**src/rtl/alu_mc_if.sv**
```systemverilog
// alu_mc_if: request/response bundle between the datapath and the
// multi-cycle ALU (alu_mc).
//
//   start_i   request strobe, sampled only while busy_o is low
//   ctrl_i    4-bit operation code from the ALU controller
//   src1_i    operand A
//   src2_i    operand B
//   result_o  registered result, held until the next completion
//   zero_o    registered, set when the completed result is all zeros
//   valid_o   one-cycle completion pulse
//   busy_o    high while a multiply is iterating
//   err_o     one-cycle pulse with valid_o for an invalid operation code
//   ovf_o     signed overflow flag for add/sub; present only when
//             ALU_MC_OVF_EN is defined
//
// Modports: master = datapath side, slave = the ALU.
interface alu_mc_if #(
    parameter int WIDTH = 32
);
    logic             start_i;
    logic [3:0]       ctrl_i;
    logic [WIDTH-1:0] src1_i;
    logic [WIDTH-1:0] src2_i;
    logic [WIDTH-1:0] result_o;
    logic             zero_o;
    logic             valid_o;
    logic             busy_o;
    logic             err_o;
`ifdef ALU_MC_OVF_EN
    logic             ovf_o;
`endif

`ifdef ALU_MC_OVF_EN
    modport master (
        output start_i, ctrl_i, src1_i, src2_i,
        input  result_o, zero_o, valid_o, busy_o, err_o, ovf_o
    );

    modport slave (
        input  start_i, ctrl_i, src1_i, src2_i,
        output result_o, zero_o, valid_o, busy_o, err_o, ovf_o
    );
`else
    modport master (
        output start_i, ctrl_i, src1_i, src2_i,
        input  result_o, zero_o, valid_o, busy_o, err_o
    );

    modport slave (
        input  start_i, ctrl_i, src1_i, src2_i,
        output result_o, zero_o, valid_o, busy_o, err_o
    );
`endif
endinterface

```
**src/rtl/alu_mc.sv**
```systemverilog
// alu_mc: multi-cycle execution unit fed by the ALU controller.
//
// and/or/add/sub/slt complete one cycle after start_i. mul runs an
// iterative shift-add engine for WIDTH cycles while busy_o is high and
// returns the low WIDTH bits of the product. Invalid codes complete in
// one cycle with result 0 and err_o set.
//
// Ports:
//   clk_i   clock, rising edge
//   rst_i   asynchronous, active-low reset
//   bus     alu_mc_if.slave (start_i, ctrl_i, src1_i, src2_i in;
//           result_o, zero_o, valid_o, busy_o, err_o [, ovf_o] out)
//
// Parameters:
//   WIDTH   operand/result width (min 4)
//   CNT_W   multiply counter width, 2**CNT_W must exceed WIDTH
//
// Optional feature: define ALU_MC_OVF_EN to add the registered signed
// overflow flag ovf_o for add and sub.
module alu_mc #(
    parameter int WIDTH = 32,
    parameter int CNT_W = 6
) (
    input  logic    clk_i,
    input  logic    rst_i,
    alu_mc_if.slave bus
);

    localparam logic [3:0] OP_AND = 4'b0000;
    localparam logic [3:0] OP_OR  = 4'b0001;
    localparam logic [3:0] OP_ADD = 4'b0010;
    localparam logic [3:0] OP_SUB = 4'b0110;
    localparam logic [3:0] OP_SLT = 4'b0111;
    localparam logic [3:0] OP_MUL = 4'b1000;

    typedef enum logic [0:0] {
        IDLE = 1'b0,
        MUL  = 1'b1
    } state_t;

    state_t           state;
    logic [WIDTH-1:0] mcand;
    logic [WIDTH-1:0] mplier;
    logic [WIDTH-1:0] acc;
    logic [CNT_W-1:0] cnt;

    logic [WIDTH-1:0] sum;
    logic [WIDTH-1:0] diff;
    logic [WIDTH-1:0] op_result;
    logic             op_err;
    logic             op_mul;
    logic [WIDTH-1:0] acc_step;
`ifdef ALU_MC_OVF_EN
    logic             op_ovf;
`endif

    // Single-cycle result for the code currently on ctrl_i. A mul
    // code only flags that the iterative engine must be started.
    always_comb begin
        sum       = bus.src1_i + bus.src2_i;
        diff      = bus.src1_i - bus.src2_i;
        op_result = '0;
        op_err    = 1'b0;
        op_mul    = 1'b0;
`ifdef ALU_MC_OVF_EN
        op_ovf    = 1'b0;
`endif
        case (bus.ctrl_i)
            OP_AND: op_result = bus.src1_i & bus.src2_i;
            OP_OR:  op_result = bus.src1_i | bus.src2_i;
            OP_ADD: begin
                op_result = sum;
`ifdef ALU_MC_OVF_EN
                op_ovf = (bus.src1_i[WIDTH-1] == bus.src2_i[WIDTH-1]) &&
                         (sum[WIDTH-1] != bus.src1_i[WIDTH-1]);
`endif
            end
            OP_SUB: begin
                op_result = diff;
`ifdef ALU_MC_OVF_EN
                op_ovf = (bus.src1_i[WIDTH-1] != bus.src2_i[WIDTH-1]) &&
                         (diff[WIDTH-1] != bus.src1_i[WIDTH-1]);
`endif
            end
            OP_SLT: op_result = {{(WIDTH-1){1'b0}},
                                 ($signed(bus.src1_i) < $signed(bus.src2_i))};
            OP_MUL: op_mul = 1'b1;
            default: op_err = 1'b1;
        endcase
    end

    // One shift-add step: the accumulator after conditionally adding
    // the current (already shifted) multiplicand.
    always_comb begin
        acc_step = acc + (mplier[0] ? mcand : '0);
    end

    // Control FSM and all registered outputs. valid_o and err_o default
    // low so they only pulse on a completion; result/zero/ovf hold.
    always_ff @(posedge clk_i or negedge rst_i) begin
        if (!rst_i) begin
            state        <= IDLE;
            mcand        <= '0;
            mplier       <= '0;
            acc          <= '0;
            cnt          <= '0;
            bus.result_o <= '0;
            bus.zero_o   <= 1'b1;
            bus.valid_o  <= 1'b0;
            bus.busy_o   <= 1'b0;
            bus.err_o    <= 1'b0;
`ifdef ALU_MC_OVF_EN
            bus.ovf_o    <= 1'b0;
`endif
        end else begin
            bus.valid_o <= 1'b0;
            bus.err_o   <= 1'b0;
            case (state)
                IDLE: begin
                    if (bus.start_i) begin
                        if (op_mul) begin
                            mcand      <= bus.src1_i;
                            mplier     <= bus.src2_i;
                            acc        <= '0;
                            cnt        <= CNT_W'(WIDTH);
                            bus.busy_o <= 1'b1;
                            state      <= MUL;
                        end else begin
                            bus.result_o <= op_result;
                            bus.zero_o   <= (op_result == '0);
                            bus.valid_o  <= 1'b1;
                            bus.err_o    <= op_err;
`ifdef ALU_MC_OVF_EN
                            bus.ovf_o    <= op_ovf;
`endif
                        end
                    end
                end
                MUL: begin
                    acc    <= acc_step;
                    mcand  <= mcand << 1;
                    mplier <= mplier >> 1;
                    cnt    <= cnt - CNT_W'(1);
                    // cnt==1 means this edge performs the final step.
                    if (cnt == CNT_W'(1)) begin
                        bus.result_o <= acc_step;
                        bus.zero_o   <= (acc_step == '0);
                        bus.valid_o  <= 1'b1;
                        bus.busy_o   <= 1'b0;
`ifdef ALU_MC_OVF_EN
                        bus.ovf_o    <= 1'b0;
`endif
                        state        <= IDLE;
                    end
                end
                default: state <= IDLE;
            endcase
        end
    end

endmodule
```
**src/flat_wrapper.sv**
```systemverilog
// flat-port wrapper written by rule: the top's interface ports become plain ports
module alu_mc_flat 
#(
    parameter int WIDTH = 32,
    parameter int CNT_W = 6
)
  (clk_i, rst_i, bus_start_i, bus_ctrl_i, bus_src1_i, bus_src2_i, bus_result_o, bus_zero_o, bus_valid_o, bus_busy_o, bus_err_o);
  alu_mc_if #(.WIDTH(WIDTH)) bus_i ();
  input  logic clk_i;
  input  logic rst_i;
  input wire logic [$bits(bus_i.start_i)-1:0] bus_start_i;
  input wire logic [$bits(bus_i.ctrl_i)-1:0] bus_ctrl_i;
  input wire logic [$bits(bus_i.src1_i)-1:0] bus_src1_i;
  input wire logic [$bits(bus_i.src2_i)-1:0] bus_src2_i;
  output wire logic [$bits(bus_i.result_o)-1:0] bus_result_o;
  output wire logic [$bits(bus_i.zero_o)-1:0] bus_zero_o;
  output wire logic [$bits(bus_i.valid_o)-1:0] bus_valid_o;
  output wire logic [$bits(bus_i.busy_o)-1:0] bus_busy_o;
  output wire logic [$bits(bus_i.err_o)-1:0] bus_err_o;
  assign bus_i.start_i = bus_start_i;
  assign bus_i.ctrl_i = bus_ctrl_i;
  assign bus_i.src1_i = bus_src1_i;
  assign bus_i.src2_i = bus_src2_i;
  assign bus_result_o = bus_i.result_o;
  assign bus_zero_o = bus_i.zero_o;
  assign bus_valid_o = bus_i.valid_o;
  assign bus_busy_o = bus_i.busy_o;
  assign bus_err_o = bus_i.err_o;
  alu_mc #(.WIDTH(WIDTH), .CNT_W(CNT_W)) u_core (.clk_i(clk_i), .rst_i(rst_i), .bus(bus_i));
endmodule
```
**config.mk**
```make
export PLATFORM = sky130hd
export DESIGN_NAME = alu_mc_flat
export DESIGN_NICKNAME = d
export VERILOG_FILES = /design/src/rtl/alu_mc_if.sv /design/src/rtl/alu_mc.sv /design/src/flat_wrapper.sv
export SDC_FILE = /design/constraint.sdc
export NUM_CORES = 1
export LEC_CHECK = 0
export BUFFER_PORTS_ARGS = -buffer_cell sky130_fd_sc_hd__clkbuf_2
export CORE_ASPECT_RATIO = 2
export CORE_MARGIN = 2
export CORE_UTILIZATION = 60
export DETAILED_ROUTE_END_ITERATION = 10
export PLACE_DENSITY_LB_ADDON = 0.12
export SYNTH_ARGS = -nofsm -noshare
export SYNTH_HDL_FRONTEND = slang
export SYNTH_SLANG_ARGS = --single-unit
```
**constraint.sdc**
```tcl
create_clock -name clk_i -period 6.1 [get_ports clk_i]
set_input_delay 1.22 -clock clk_i [delete_from_list [all_inputs] [get_ports clk_i]]
set_output_delay 1.22 -clock clk_i [all_outputs]
set_load 0.1 [all_outputs]
```
==> metrics.md <==
| Metric | Value |
|---|---|
| Worst Setup SP | bus_src1_i[4] |
| Arrival @ worst endpoint | 5.83 ns |
| CP max stage delay | 0.93 ns |
| Antenna-violating nets left | 0 |
| Crit-path leading delay family | compound AO/OA/AOI/OAI gates |
| Inserted Clock Buffers | 17 |
| HP Class | flop to flop |
| Clk buf depth | 2 |
| Critical Path Stages | 15 |
| Fin Hold WS | 0.477 ns |
| Placer Congestion | 1.03 |
| FF-to-FF setup slack | 1.13 ns |
| Initial Utilization | 60.7% |
| Root buffer cell | clkbuf_16 |
| Post-synthesis average cell area | 8.03 um2 |
| P_leak | 6.92 nW |
| Crit path capture | u_core.bus.zero_o |
| Clock Sinks | 139 |
| Sequential fraction of design power | 25.3% |
| DP Wirelength | 34200 um |
| Slew HR | 14.0% |
| Count of boundary I/O pins | 107 |
| Synth cell types | 86 |
| Setup crit end kind | flop |
| Routed length per instance | 22.8 um |
| Die Y | 212 um |
| Max-cap viol count | 0 |
| Area fraction of the dominant cell type after synthesis | 26.6% |
| Psw | 3.54 mW |
| Syn Nets | 1824 |
| Post-synth EDFFs | 0 |
| Most common cell on crit path | or4_1 |
| Vias in the first global route | 12603 |
| Crit-path cells | clkbuf_2, inv_1, ha_1, nor2_1, a221oi_1, a21oi_1, o31ai_1, a31oi_1, a2111oi_0, or4_1, o211ai_1, or4_1, or4_1, or4_1, o211ai_2 |
| Clock network power share | 15.5% |
| Final setup skew | 0.0156 ns |
| Dpl cells | 1930 |
| Achievable Freq | 183 MHz |
| PostCTS Resize Cnt | 0 |
| Post-Route WL | 44800 um |
| Sw frac | 53.1% |
| PwrDens | 467 nW/um2 |
| Synthesis-stage register bit count | 139 |
| Worst EP required | 6.48 ns |
| Global route overflow | 0 |
| Setup TNS Final | 0 ns |
| Chip Width | 108 um |
| Total Nets Final | 1882 |
| RSZ-0062 raised after global routing | no |
| Final non-filler cell total | 1962 |
| PortBufs | 106 |
| Outcome | finished clean |
| Final Util | 66.7% |
| Final period util | 89.4% |
| Die area | 22900 um2 |
| Register area share after synthesis | 26.8% |
| FILL cells | 1933 |
| Post-synth ARST share | 100% |
| Pre-Repair DR Iteration Count | 6 |
| Overall global routing resource usage | 39.2% |
| Crit Reg-Reg Startpoint | u_core.mplier[0] |
| Buffers & Inverters on Critical Path | 2 |
| Worst-Skew Late Latency | 0.46 ns |
| Min Clock Period, post-route | 5.45 ns |
| Setup Viol. Count Final | 0 |
| Initial antenna violation count | 1 |
| Syn Inst Count | 1618 |
| Syn. warnings | 0 |
| # DRC | 0 |
| CTS Hold Bufs | 0 |
| Prevailing post-synth register cell | dfrtp_1 |
| Mapped Area | 13000 um2 |
| Final Hold Viols | 0 |
| Largest cells by area after synthesis | dfrtp_1 (27%), ha_1 (13%), mux2i_1 (6.2%), o21ai_0 (5.4%), a21oi_1 (5.2%) |
| CTS tree | done |
| 1st-iter DRT viols | 1144 |
| CP max stage cell | o31ai_1 |
| First-pass GRT wire length | 68200 um |
| Worst Setup Start Kind | primary input |
| Pin count of the biggest net entering global routing | 103 |
| Worst slew pin tran | 1.27 ns |
| Site row count | 76 |
| P&R area growth vs syn | 9.77% |
| Gate power share | 59.2% |
| Post-DR vias/cell | 6.55 |
| Fraction of layout cells with a size suffix above 1 | 11.7% |
| Worst IR Drop VDD | 0.641 mV |
| Reg-to-Reg End | u_core.bus.zero_o |
| Max-slew violation count | 0 |
| # diodes | 0 |
| Via count | 12849 |
| H-Tree Level Count | 4 |
| Critical path class | primary input to flop |
| CORE AREA | 21400 um2 |
| R2r worst-path depth | 14 |
| Crit Path Max Fanout | 4 |
| Dominant cell type by area after synthesis | dfrtp_1 |
| Internal cell power | 3.12 mW |
| Postcts setup bufs | 0 |
| Clock slew at reported path FFs | 0.06 ns |
[per-layer routing]
metal  track usage, %  up-vias  wire [um]
met3             6.56      210       2780
met4             23.8        2       2980
met2             69.0      590      22900
met5                0        -         14
met1             43.3     6120      16100
li1                 -     5927          -
[how the worst min path moves through the flow]
stage / to / slack, ns / cells after the start / startpoint
after detailed placement: u_core.bus.result_o[7] / 0.47 / 2 / u_core.bus.result_o[7]
after global placement: u_core.bus.result_o[11] / 0.45 / 2 / u_core.bus.result_o[11]
after floorplan: u_core.mplier[10] / 0.45 / 2 / u_core.mplier[10]
final: u_core.bus.result_o[7] / 0.48 / 2 / u_core.bus.result_o[7]
after global routing: u_core.mplier[10] / 0.51 / 2 / u_core.mplier[10]
after CTS: u_core.bus.result_o[7] / 0.48 / 2 / u_core.bus.result_o[7]
[stage by stage]
stage                     area (um2)  worst slack, ns  power (mW)
final                          14300            0.646        6.66
after floorplan                13000            0.972        4.60
after CTS                      14300            0.800        6.62
after global routing           14300            0.463        7.04
after detailed placement       13700            0.329        5.57
after global placement         13700            0.348        5.50
[area by class of cell]
| type | instances | area (um2) | share of cell area, % |
|---|---|---|---|
| Clock inverter | 13 | 115 | 0.807 |
| Multi-Input combinational cell | 1266 | 8680 | 60.8 |
| Timing Repair Buffer | 137 | 769 | 5.40 |
| Sequential cell | 139 | 3480 | 24.4 |
| Tap cell | 273 | 342 | 2.40 |
| Clock buffer | 19 | 443 | 3.11 |
| Inverter | 115 | 432 | 3.03 |
[synth_stat cells (all sizes together), types with 8 or more instances]
master and n:
xnor2 32, o31ai 19, mux2i 81, nand3 32, nor2 119, buf 14
a22o 25, or3 10, a21oi 135, ha 132, nor4 16, nand2 160
o211ai 24, nand4 13, o21ai 141, nor2b 14, dfrtp 138, o21a 8
a31oi 11, and2 36, o22ai 10, or4 16, nand2b 11, nor3 20
a211oi 24, a21o 29, and3 10, inv 113, clkbuf 82, xor2 18
[flip-flops by register name, summed over array words and instances (netlist names)]
name / flops
u_core.acc: 32
u_core.bus.busy_o: 1
u_core.bus.err_o: 1
u_core.bus.result_o: 32
u_core.bus.valid_o: 1
u_core.bus.zero_o: 1
u_core.cnt: 6
u_core.mcand: 32
u_core.mplier: 32
u_core.state: 1
[cell usage in the layout (no fill, tap or decap), types with 7 or more instances in the layout]
| cell | n |
|---|---|
| a211oi_1 | 23 |
| a21o_1 | 29 |
| a21oi_1 | 134 |
| a221oi_1 | 7 |
| a22o_1 | 25 |
| a31oi_1 | 11 |
| and2_1 | 36 |
| and3_1 | 10 |
| buf_4 | 31 |
| clkbuf_16 | 17 |
| clkbuf_2 | 105 |
| dfrtp_1 | 137 |
| ha_1 | 132 |
| inv_1 | 113 |
| mux2i_1 | 81 |
| nand2_1 | 160 |
| nand2b_1 | 11 |
| nand3_1 | 32 |
| nand4_1 | 13 |
| nor2_1 | 118 |
| nor2b_1 | 14 |
| nor3_1 | 19 |
| nor4_1 | 15 |
| o211ai_1 | 23 |
| o21a_1 | 8 |
| o21ai_0 | 140 |
| o21bai_1 | 7 |
| o221ai_1 | 7 |
| o22ai_1 | 10 |
| o31ai_1 | 19 |
| or3_1 | 9 |
| or4_1 | 16 |
| xnor2_1 | 31 |
| xor2_1 | 18 |
[worst min-delay path, delay by kind of cell (launching register included)]
kind	cells	cell delay (ns)
simple gates	1	0.05
compound gates	1	0.05
flops	1	0.34
[power groups by stage]
stage	sequential [mW]	combinational (mW)	clock, mW
6_report	1.68	3.94	1.03
5_1_grt	1.73	4.23	1.08
4_1_cts	1.68	3.90	1.05
3_5_place_dp	1.69	3.88	0
3_3_place_gp	1.67	3.83	0
2_1_floorplan	2.37	2.24	0
[logic make-up after synthesis]
kind of cell | after synthesis | synth area share (%)
buffers and inverters | 213 | 6.56
DFF | 139 | 26.8
and+or+nand+nor | 481 | 18.0
muxes | 82 | 6.33
xor gates and xnor gates | 50 | 3.43
AOI/OAI and AO/OA | 518 | 25.8
adders and majority gates | 135 | 13.2
Note: power is estimated with default switching activity, not from simulation.
